[config.mk]
export PLATFORM = sky130hd
export DESIGN_NAME = prim_secded_64_57_enc
export DESIGN_NICKNAME = d
export VERILOG_FILES = /design/src/rtl/prim_secded_64_57_enc.sv
export SDC_FILE = /design/constraint.sdc
export NUM_CORES = 1
export LEC_CHECK = 0
export BUFFER_PORTS_ARGS = -buffer_cell sky130_fd_sc_hd__buf_2
export CAP_MARGIN = 20
export CELL_PAD_IN_SITES_DETAIL_PLACEMENT = 1
export CELL_PAD_IN_SITES_GLOBAL_PLACEMENT = 1
export CORE_ASPECT_RATIO = 1.25
export CORE_MARGIN = 1
export CORE_UTILIZATION = 31
export DETAILED_ROUTE_END_ITERATION = 7
export GPL_ROUTABILITY_DRIVEN = 1
export GPL_TIMING_DRIVEN = 0
export PLACE_DENSITY_LB_ADDON = 0.1
export SLEW_MARGIN = 10
export SYNTH_ARGS = -nofsm -noshare
export SYNTH_HDL_FRONTEND = slang
export SYNTH_SLANG_ARGS = --single-unit
[constraint.sdc]
create_clock -name vclk -period 2
set_input_delay 0.2 -clock vclk [all_inputs]
set_output_delay 0.2 -clock vclk [all_outputs]
set_load 0.02 [all_outputs]
[src/rtl/prim_secded_64_57_enc.sv]
// Hsiao SECDED(64,57) encoder: data in [56:0], check bits in [63:57].
module prim_secded_64_57_enc (
  input  logic [56:0] data_i,
  output logic [63:0] data_o
);

  logic [63:0] ext;

  always_comb begin
    ext         = 64'(data_i);
    data_o      = ext;
    data_o[57]  = ^(ext & 64'h0103FFF800007FFF);
    data_o[58]  = ^(ext & 64'h017C1FF801FF801F);
    data_o[59]  = ^(ext & 64'h01BDE1F87E0781E1);
    data_o[60]  = ^(ext & 64'h01DEEE3B8E388E22);
    data_o[61]  = ^(ext & 64'h01EF76CDB2C93244);
    data_o[62]  = ^(ext & 64'h01F7BB56D5525488);
    data_o[63]  = ^(ext & 64'h01FBDDA769A46910);
  end

endmodule

==> flow_summary.ini <==
[run_status]
outcome = finished, final reports clean

[synth]
net_count_after_synthesis = 206
yosys.area.top_type_share = 0.411
post_synth_num_cell_types = 7
post_synth_instance_area_um2 = 1700
netlist_instances = 149
synth-seq-area-share = 0
yosysWarningCount = 0
yosysTopAreaCell = sky130_fd_sc_hd__xnor3_1
mean_post_synth_cell_area_um2 = 11.4
netlist_top_cells_area = sky130_fd_sc_hd__xnor3_1 41%, sky130_fd_sc_hd__buf_4 25%, sky130_fd_sc_hd__xnor2_1 24%

[global_route]
grt_use_total = 0.144
grt_first_pass_wirelength_um = 6310
overflow = 0
first_global_vias = 1375
pin_count_of_the_biggest_net_entering_global_routing = 5
number_of_antenna_violations_at_the_first_check_in_global_routing = 0

[place]
final_weighted_congestion_of_routability_driven_global_placement = 0.726
dpl_worst_slack_ns = -0.154
place_area_um2 = 2380
io_buffers = 121
hpwl_after_dpl_um = 3810

[setup_path]
worstPathMaxFanout = 3
setup.worst_path.start = data_i[53]
setup_cp_type = in2out
arrival_ns = 1.79
worst_setup_path_end_kind = output pin
critical_path_required_ns = 1.80
worst_setup_path_start_kind = input port

[route]
drt.antenna.violating_nets = 0
dr.pass1.iters = 3
wl_per_cell_um = 13.1
drt-vias-per-instance = 4.07
dr.first_iter.drc_count = 22
vias = 1384
drc = 0
routed_wl_um = 4460

[floorplanning]
floorplan.core_area_um2 = 5190
design.die.area_um2 = 5790
initial_core_util = 0.328
die_h_um = 84.8
ioPinCount = 121
placementRows = 29
die_width_um = 68.2

[cells_and_area]
fill_cells = 611
sequential_cell_area_um2 = 0
areaGrowthSynthToFinish_pct = 57.8
design.final.nets = 337
n_clock_buffer = 0
layout_cells_sized_above_1 = 0.745
num_antenna_cells = 0
postLayoutCoreUtil = 0.517
sequential_cell_total = 0
design_area_um2 = 2680

[flow_run]
max-cap-violations = 0

[sta]
setup-violations-final = 0
fmax_mhz = 502
final-max-slew-violation-count = 0
unrepaired_setup_endpoints_after_global_routing = yes
worst_tran_pin_value_ns = 0.388
postLayoutSetupSlackWorst_ns = 0.00702
period_share = 0.996
hold_ws_ns = 0.710
finalHoldViolations = 0
fin_tns_setup_ns = 0
remaining_max_slew_budget_at_the_tightest_pin = 0.740
minimum_clock_period_after_layout_ns = 1.99

[pwr]
powerDensity_nw_per_um2 = 818
leakagePower_nw = 1.58
peakVddDrop_mv = 0.781

[min_path]
worst_hold_path_type = in2out
min_from = data_i[42]
timing repair:
action | 4_1_cts | 5_1_grt
pin swaps | 13 | 16
hold buffers | 0 | 0
gates resized for setup | 19 | 30
buffers inserted | 3 | 5
setup endpoints to repair | 6 | 7
cell families after synthesis:
group                     Yosys count  share of synthesized area
buffers and inverters              58                      0.254
xor gates and xnor gates           91                      0.746
layer usage:
layer / global-route usage / vias to the layer above / routed length, um
met3: 0.00951 / 0 / 260
met4: 0 / 0 / 0
met2: 0.283 / 65 / 2570
met5: 0 / - / 0
met1: 0.172 / 634 / 1630
li1: - / 685 / -
stage by stage:
stage / std cells / power [mW]
finish: 340 / 2.20
global placement: 332 / 1.88
global route: 340 / 2.32
floorplan: 149 / 1.41
detailed placement: 332 / 1.89
CTS: 335 / 2.02
power breakdown:
group / internal [mW] / switching (mW) / total [mW] / leakage [nW]
clock network: 0 / 0 / 0 / 0
registers: 0 / 0 / 0 / 0
logic: 1.24 / 0.953 / 2.20 / 1.58
critical path, stage by stage:
cell	delay [ns]
sky130_fd_sc_hd__buf_8	0.11
sky130_fd_sc_hd__xnor2_4	0.18
sky130_fd_sc_hd__xnor3_1	0.44
sky130_fd_sc_hd__xnor3_1	0.34
sky130_fd_sc_hd__xnor3_1	0.38
sky130_fd_sc_hd__buf_6	0.15
layout by cell type (no fill, tap or decap):
| master | Yosys | layout |
|---|---|---|
| sky130_fd_sc_hd__xor3_1 | 1 | 1 |
| sky130_fd_sc_hd__xnor3_2 | 2 | 6 |
| sky130_fd_sc_hd__xnor2_1 | 46 | 32 |
| sky130_fd_sc_hd__buf_6 | 0 | 9 |
| sky130_fd_sc_hd__xnor2_2 | 0 | 11 |
| sky130_fd_sc_hd__buf_2 | 0 | 108 |
| sky130_fd_sc_hd__buf_4 | 57 | 66 |
| sky130_fd_sc_hd__xnor2_4 | 0 | 3 |
| sky130_fd_sc_hd__xor2_1 | 11 | 10 |
| sky130_fd_sc_hd__inv_1 | 1 | 1 |
| sky130_fd_sc_hd__buf_8 | 0 | 3 |
| sky130_fd_sc_hd__xnor3_1 | 31 | 27 |
| sky130_fd_sc_hd__xor2_2 | 0 | 1 |
layout make-up:
type | instances | area (um2) | share of cell area
Multi-Input combinational cell | 91 | 1420 | 0.529
Timing Repair Buffer | 129 | 754 | 0.281
Buffer | 57 | 428 | 0.159
Tap cell | 62 | 77.6 | 0.0289
Inverter | 1 | 3.75 | 0.00140
Yosys cell counts (all sizes together):
cell type,instances
xor2,11
xor3,1
xnor2,46
xnor3,33
inv,1
buf,57
path summary, 6_finish.rpt:
kind | endpoint | slack [ns] | cells after the start
worst max-delay path | data_o[61] | 0.007 | 6
worst min-delay path | data_o[42] | 0.71 | 3
No activity file was read; power rests on OpenSTA's default activity.
